### src/rtl/intc_cp0.sv
// intc_cp0 - coprocessor-0 interrupt/exception controller.
//
// Collects NUM_IRQ external interrupt sources (each 2-flop synchronised,
// per-channel edge or level mode, maskable) and syscall traps. It presents a
// single request to the CPU, latches the cause while the request is
// outstanding, and provides the STATUS/CAUSE/EPC/MASK/MODE/PENDING registers
// for mfc0/mtc0.
//
// Ports:
//   clk, rst          CPU clock, asynchronous active-high reset
//   irq_in            raw asynchronous interrupt sources
//   syscall, eret     one-cycle pulses from the EX stage
//   fetch_pc          PC of the next fetch; captured into EPC on ack
//   int_ack           CPU accepts the request (one cycle)
//   int_req           request to the CPU (high while in REQ)
//   int_vector        handler address (constant VECTOR)
//   epc               current EPC for eret
//   cp_addr/cp_we/cp_wdata/cp_rdata  coprocessor register access
module intc_cp0 #(
    parameter int unsigned NUM_IRQ       = 8,
    parameter logic [31:0] VECTOR        = 32'h0000_0100,
    parameter int unsigned SYS_CODE      = 8,
    parameter int unsigned IRQ_CODE_BASE = 32
) (
    input  logic               clk,
    input  logic               rst,
    input  logic [NUM_IRQ-1:0] irq_in,
    input  logic               syscall,
    input  logic               eret,
    input  logic [31:0]        fetch_pc,
    input  logic               int_ack,
    output logic               int_req,
    output logic [31:0]        int_vector,
    output logic [31:0]        epc,
    input  logic [4:0]         cp_addr,
    input  logic               cp_we,
    input  logic [31:0]        cp_wdata,
    output logic [31:0]        cp_rdata
);

    localparam logic [4:0] ADDR_STATUS  = 5'd12;
    localparam logic [4:0] ADDR_CAUSE   = 5'd13;
    localparam logic [4:0] ADDR_EPC     = 5'd14;
    localparam logic [4:0] ADDR_MASK    = 5'd15;
    localparam logic [4:0] ADDR_MODE    = 5'd16;
    localparam logic [4:0] ADDR_PENDING = 5'd17;

    typedef enum logic [1:0] {
        ST_IDLE    = 2'd0,
        ST_REQ     = 2'd1,
        ST_SERVICE = 2'd2
    } state_t;

    state_t             state_q, state_d;
    logic [NUM_IRQ-1:0] s1_q, s2_q, s3_q;
    logic [NUM_IRQ-1:0] pending_q, pending_d;
    logic [NUM_IRQ-1:0] mask_q, mask_d;
    logic [NUM_IRQ-1:0] mode_q, mode_d;
    logic               ie_q, ie_d, pie_q, pie_d;
    logic [31:0]        cause_q, cause_d;
    logic [31:0]        epc_q, epc_d;
    logic               sys_pend_q, sys_pend_d;
    logic [31:0]        lat_code_q, lat_code_d;
    logic [4:0]         lat_chan_q, lat_chan_d;
    logic               lat_sys_q, lat_sys_d;

    logic [NUM_IRQ-1:0] rise_s, active_s, w1c_s, svc_clr_s;
    logic [4:0]         first_s;
    logic               ack_fire_s;

    // Lowest set index wins; scanning downwards leaves the lowest one last.
    function automatic logic [4:0] first_idx(input logic [NUM_IRQ-1:0] v);
        logic [4:0] idx;
        idx = 5'd0;
        for (int k = int'(NUM_IRQ) - 1; k >= 0; k--) begin
            if (v[k]) begin
                idx = 5'(k);
            end
        end
        return idx;
    endfunction

    assign rise_s     = s2_q & ~s3_q;
    assign active_s   = pending_q & mask_q;
    assign first_s    = first_idx(active_s);
    assign ack_fire_s = (state_q == ST_REQ) && int_ack;
    assign int_req    = (state_q == ST_REQ);
    assign int_vector = VECTOR;
    assign epc        = epc_q;

    // Request FSM: latch the cause on IDLE->REQ and hold it until ack.
    always_comb begin
        state_d    = state_q;
        lat_code_d = lat_code_q;
        lat_chan_d = lat_chan_q;
        lat_sys_d  = lat_sys_q;
        case (state_q)
            ST_IDLE: begin
                if (ie_q && (sys_pend_q || (|active_s))) begin
                    state_d = ST_REQ;
                    if (sys_pend_q) begin
                        lat_sys_d  = 1'b1;
                        lat_chan_d = 5'd0;
                        lat_code_d = 32'(SYS_CODE);
                    end else begin
                        lat_sys_d  = 1'b0;
                        lat_chan_d = first_s;
                        lat_code_d = 32'(IRQ_CODE_BASE) + 32'(first_s);
                    end
                end else begin
                    state_d = ST_IDLE;
                end
            end
            ST_REQ: begin
                if (int_ack) begin
                    state_d = ST_SERVICE;
                end else begin
                    state_d = ST_REQ;
                end
            end
            ST_SERVICE: begin
                if (eret) begin
                    state_d = ST_IDLE;
                end else begin
                    state_d = ST_SERVICE;
                end
            end
            default: begin
                state_d = ST_IDLE;
            end
        endcase
    end

    // Register next-state: hardware updates (ack/eret) take priority over mtc0.
    always_comb begin
        ie_d       = ie_q;
        pie_d      = pie_q;
        epc_d      = epc_q;
        cause_d    = cause_q;
        mask_d     = mask_q;
        mode_d     = mode_q;
        w1c_s      = {NUM_IRQ{1'b0}};
        svc_clr_s  = {NUM_IRQ{1'b0}};

        if (ack_fire_s) begin
            pie_d = ie_q;
            ie_d  = 1'b0;
        end else if (eret) begin
            ie_d = pie_q;
        end else if (cp_we && (cp_addr == ADDR_STATUS)) begin
            ie_d  = cp_wdata[0];
            pie_d = cp_wdata[1];
        end else begin
            ie_d = ie_q;
        end

        if (ack_fire_s) begin
            epc_d   = fetch_pc;
            cause_d = lat_code_q;
        end else if (cp_we && (cp_addr == ADDR_EPC)) begin
            epc_d = cp_wdata;
        end else begin
            epc_d = epc_q;
        end

        if (cp_we && (cp_addr == ADDR_MASK)) begin
            mask_d = cp_wdata[NUM_IRQ-1:0];
        end else begin
            mask_d = mask_q;
        end

        if (cp_we && (cp_addr == ADDR_MODE)) begin
            mode_d = cp_wdata[NUM_IRQ-1:0];
        end else begin
            mode_d = mode_q;
        end

        if (cp_we && (cp_addr == ADDR_PENDING)) begin
            w1c_s = cp_wdata[NUM_IRQ-1:0];
        end else begin
            w1c_s = {NUM_IRQ{1'b0}};
        end

        for (int k = 0; k < int'(NUM_IRQ); k++) begin
            svc_clr_s[k] = ack_fire_s && !lat_sys_q && (lat_chan_q == 5'(k));
        end

        // Edge channels: sticky, clears lose to a same-cycle rising edge.
        // Level channels simply follow the synchronised input.
        pending_d = (mode_q & ((pending_q & ~(w1c_s | svc_clr_s)) | rise_s))
                  | (~mode_q & s2_q);

        sys_pend_d = syscall | (sys_pend_q & ~(ack_fire_s & lat_sys_q));
    end

    // Combinational coprocessor read mux; NUM_IRQ-wide registers zero-extend.
    always_comb begin
        cp_rdata = 32'd0;
        case (cp_addr)
            ADDR_STATUS:  cp_rdata = {30'd0, pie_q, ie_q};
            ADDR_CAUSE:   cp_rdata = cause_q;
            ADDR_EPC:     cp_rdata = epc_q;
            ADDR_MASK:    cp_rdata = 32'(mask_q);
            ADDR_MODE:    cp_rdata = 32'(mode_q);
            ADDR_PENDING: cp_rdata = 32'(pending_q);
            default:      cp_rdata = 32'd0;
        endcase
    end

    // State and register update with asynchronous reset.
    always_ff @(posedge clk or posedge rst) begin
        if (rst) begin
            state_q    <= ST_IDLE;
            s1_q       <= {NUM_IRQ{1'b0}};
            s2_q       <= {NUM_IRQ{1'b0}};
            s3_q       <= {NUM_IRQ{1'b0}};
            pending_q  <= {NUM_IRQ{1'b0}};
            mask_q     <= {NUM_IRQ{1'b0}};
            mode_q     <= {NUM_IRQ{1'b0}};
            ie_q       <= 1'b0;
            pie_q      <= 1'b0;
            cause_q    <= 32'd0;
            epc_q      <= 32'd0;
            sys_pend_q <= 1'b0;
            lat_code_q <= 32'd0;
            lat_chan_q <= 5'd0;
            lat_sys_q  <= 1'b0;
        end else begin
            state_q    <= state_d;
            s1_q       <= irq_in;
            s2_q       <= s1_q;
            s3_q       <= s2_q;
            pending_q  <= pending_d;
            mask_q     <= mask_d;
            mode_q     <= mode_d;
            ie_q       <= ie_d;
            pie_q      <= pie_d;
            cause_q    <= cause_d;
            epc_q      <= epc_d;
            sys_pend_q <= sys_pend_d;
            lat_code_q <= lat_code_d;
            lat_chan_q <= lat_chan_d;
            lat_sys_q  <= lat_sys_d;
        end
    end

endmodule

### config.mk
export PLATFORM = sky130hd
export DESIGN_NAME = intc_cp0
export DESIGN_NICKNAME = d
export VERILOG_FILES = /design/src/rtl/intc_cp0.sv
export SDC_FILE = /design/constraint.sdc
export NUM_CORES = 1
export LEC_CHECK = 0
export CAP_MARGIN = 25
export CORE_MARGIN = 2
export CORE_UTILIZATION = 47
export DETAILED_ROUTE_END_ITERATION = 10
export MAX_ROUTING_LAYER = met4
export PLACE_DENSITY = 0.85
export SLEW_MARGIN = 20
export SYNTH_ARGS = -nofsm -noshare
export SYNTH_HDL_FRONTEND = slang
export SYNTH_SLANG_ARGS = --single-unit
### constraint.sdc
create_clock -name clk -period 4.7 [get_ports clk]
set_input_delay 0.94 -clock clk [delete_from_list [all_inputs] [get_ports clk]]
set_output_delay 0.94 -clock clk [all_outputs]
set_load 0.05 [all_outputs]
==> impl_metrics.csv <==
group,metric,value,unit
setup_path,rrSetupSlack,2.42,ns
finish,seq_area,0.002377,mm²
timing,hold_viol_final,0,
pwr,powerDensity,490.8,mW/mm²
cts,numCtsBuffers,9,
synth,synthArstFlopShare,1.000,
finish,nets,648,
timing,slew_headroom,0.3823,
synth,synth_seq_cells,95,
finish,layout_common_cells,"clkdlybuf4s50_1 (115), dfrtp_1 (95), nand2_1 (69)",
global_route,grt_pass1_wl,19070,µm
synth,yosysSeqAreaShare,0.5190,
synth,syn_area_per_cell,10.85,µm²
pwr,power.internal,0.001760,W
setup_path,r2r-end,"epc[25]$_DFFE_PP0P_",
pwr,comb_power_share,0.447,
finish,stdcell_area,0.006541,mm²
cts,hold_buffers,0,
cts,ctsRootBufferMaster,"clkbuf_8",
floorplan,die_w,102.7,µm
worst_hold_path,hold_end,"s2_q[5]$_DFF_PP0_",
timing,report.final.slew_viol_count,0,
placed_design,pre_cts_ws,0.8644,ns
setup_path,cp-end-kind,"output port",
worst_hold_path,hold_path_startpoint,"s1_q[5]$_DFF_PP0_",
pwr,peakVddDrop,0.0002612,V
timing,finalCriticalPeriod,3.876,ns
placed_design,port_buffers,147,
cts,clk_pin_slew_worst_paths,0.10,ns
setup_path,critPathKind,"input pin to output port",
setup_path,ff2ff_path_depth,4,
setup_path,cp-start-kind,"input pin",
drt,vias_per_cell,5.355,
drt,wl,12340,µm
run,drv_cap,0,
synth,syn-cell-area,0.004581,mm²
timing,timing.fmax,258.0,MHz
synth,synth_edf_count,0,
pwr,p_switching,0.001451,W
timing,rsz0062_at_grt,"false",
worst_hold_path,worstHoldPathCells,0,
timing,fin_tns_setup,0,ns
floorplan,core-area,0.009594,mm²
setup_path,critical_path.max_fanout,8,
finish,post-route-util,0.6818,
cts,clockBufferDepth,2,
global_route,grt_max_degree,49,
pwr,p_seq_frac,0.390,
timing,fin_ws,0.8241,ns
synth,synth-main-ff-cell,"dfrtp_1",
setup_path,arrival,2.94,ns
finish,final_cells,704,
floorplan,die_h,102.7,µm
cts,htreeDepth,3,
finish,fill_cells,741,
synth,syn_inst,422,
pwr,p_sw_frac,0.4518,
worst_hold_path,hold_class,"register to register",
pwr,p_leak,3.035,nW
floorplan,start_util,0.4774,
setup_path,r2r_start,"state_q[0]$_DFF_PP0_",
finish,final_common_cell,"clkdlybuf4s50_1",
timing,fin_crit_sh,0.8247,
drt,num_vias,3770,
timing,worstMarginPinSlew,0.9266,ns
finish,multi_input_area,0.001968,mm²
floorplan,fp.dieArea,0.01055,mm²
placed_design,dpl.hpwl,9404,µm
cts,cts_resized,0,
timing,skew,0.01381,ns
placed_design,gp_congestion,0.9353,
global_route,antenna_found_initial,1,
drt,dr.pass1.iters,5,
global_route,grt.total_usage,0.2466,
run_status,run_status,"completed",
placed_design,dp.cells,687,
placed_design,placedInstanceArea,0.006346,mm²
finish,area_delta_synth_final,42.80,%
drt,drt_iter0_drc,267,
global_route,gr-total-overflow,0,
floorplan,num_io_pins,180,
floorplan,rows,36,
synth,synth_warnings,0,
finish,drive_above_1_share,0.1456,
pwr,clkPwrFrac,0.164,
drt,ant_nets,0,
cts,cts_tree,"built",
global_route,grt_pass1_vias,3588,
setup_path,crit_required,3.76,ns
drt,drc_errors,0,
cts,clock-sinks,95,
synth,synth.distinct_cells,44,
drt,post_drt_wl_per_cell,17.53,µm
cts,cts_setup_buffers,0,
cts,clock_latency,0.36,ns
timing,setup_viol,0,
==> state kept, by name, indices dropped and copies added (netlist names) <==
| name | cells |
|---|---|
| mode_q | 8 |
| pending_q | 8 |
| epc | 32 |
| lat_code_q | 3 |
| mask_q | 8 |
| ie_q | 1 |
| sys_pend_q | 1 |
| s2_q | 8 |
| pie_q | 1 |
| state_q | 2 |
| lat_chan_q | 2 |
| s3_q | 8 |
| s1_q | 8 |
| cause_q | 5 |
==> metrics by stage <==
stage | total power [W] | hold slack, ns
after detailed placement | 0.002697 | 0.3364
after CTS | 0.003225 | 0.3574
final | 0.003211 | 0.3501
after global placement | 0.002660 | 0.3320
after global routing | 0.003367 | 0.3601
after floorplan | 0.002174 | 0.3312
==> worst max-delay path: stages <==
cell and delay [ns]:
clkdlybuf4s50_1 0.46, or3b_4 0.43, nor3_2 0.50, a222oi_1 0.13, o21ai_0 0.26, buf_12 0.21
==> kinds of logic (layout without fill, tap and decap cells) <==
| group | Yosys count | after routing | share of synthesized area |
|---|---|---|---|
| simple gates | 125 | 125 | 0.1420 |
| other cells | 2 | 33 | 0.001640 |
| compound gates | 83 | 83 | 0.1257 |
| buf+inv | 58 | 176 | 0.07785 |
| flops | 95 | 95 | 0.5190 |
| mux | 59 | 59 | 0.1338 |
==> area by class of cell <==
| class | count | area share |
|---|---|---|
| flip-flops and latches | 95 | 0.3634 |
| multi-input cells | 299 | 0.3009 |
| well taps | 133 | 0.02544 |
| inverters | 5 | 0.003060 |
| clock buffers | 9 | 0.01894 |
| clock inverters | 7 | 0.01052 |
| repair buffers | 155 | 0.2774 |
| diodes | 1 | 0.0003826 |
==> how the worst max path moves through the flow <==
stage | endpoint | cells past startpoint | slack (ns) | start
3_3_place_gp | cp_rdata[0] | 6 | 0.88 | cp_addr[4]
3_5_place_dp | cp_rdata[0] | 6 | 0.86 | cp_addr[4]
2_1_floorplan | cp_rdata[7] | 5 | 0.96 | cp_addr[4]
5_1_grt | cp_rdata[0] | 6 | 0.72 | cp_addr[4]
4_1_cts | cp_rdata[0] | 6 | 0.86 | cp_addr[4]
6_report | cp_rdata[0] | 6 | 0.82 | cp_addr[4]
==> power groups by stage <==
stage,clock network (W),registers (W),logic [W]
2_1_floorplan,0,0.00164,0.000530
3_3_place_gp,0,0.00125,0.00141
3_5_place_dp,0,0.00126,0.00144
4_1_cts,0.000539,0.00124,0.00144
5_1_grt,0.000575,0.00128,0.00151
6_report,0.000525,0.00125,0.00143
==> layer usage <==
layer  wire length [µm]  vias to the layer above  track usage
li1                   -                     1736            -
met1               4974                     1861       0.3199
met2               6462                      149       0.3982
met3                693                       24      0.04678
met4                212                        0      0.07077
met5                  0                        -            -
==> synthesized netlist by cell type, drive strengths merged, types with 4 or more instances <==
cell type | count | area [µm²]
o21ai | 38 | 190.2
a21oi | 4 | 20.02
nor2 | 6 | 30.03
a22oi | 10 | 75.07
mux2 | 18 | 202.7
a32o | 10 | 100.1
nand2 | 70 | 270.3
and3 | 24 | 150.1
dfrtp | 95 | 2377
buf | 43 | 300.3
nor3 | 4 | 36.29
mux2i | 41 | 410.4
inv | 5 | 18.77
clkbuf | 10 | 37.54
nor2b | 4 | 25.02
a221o | 5 | 50.05
(Power assumes the default switching activity.)
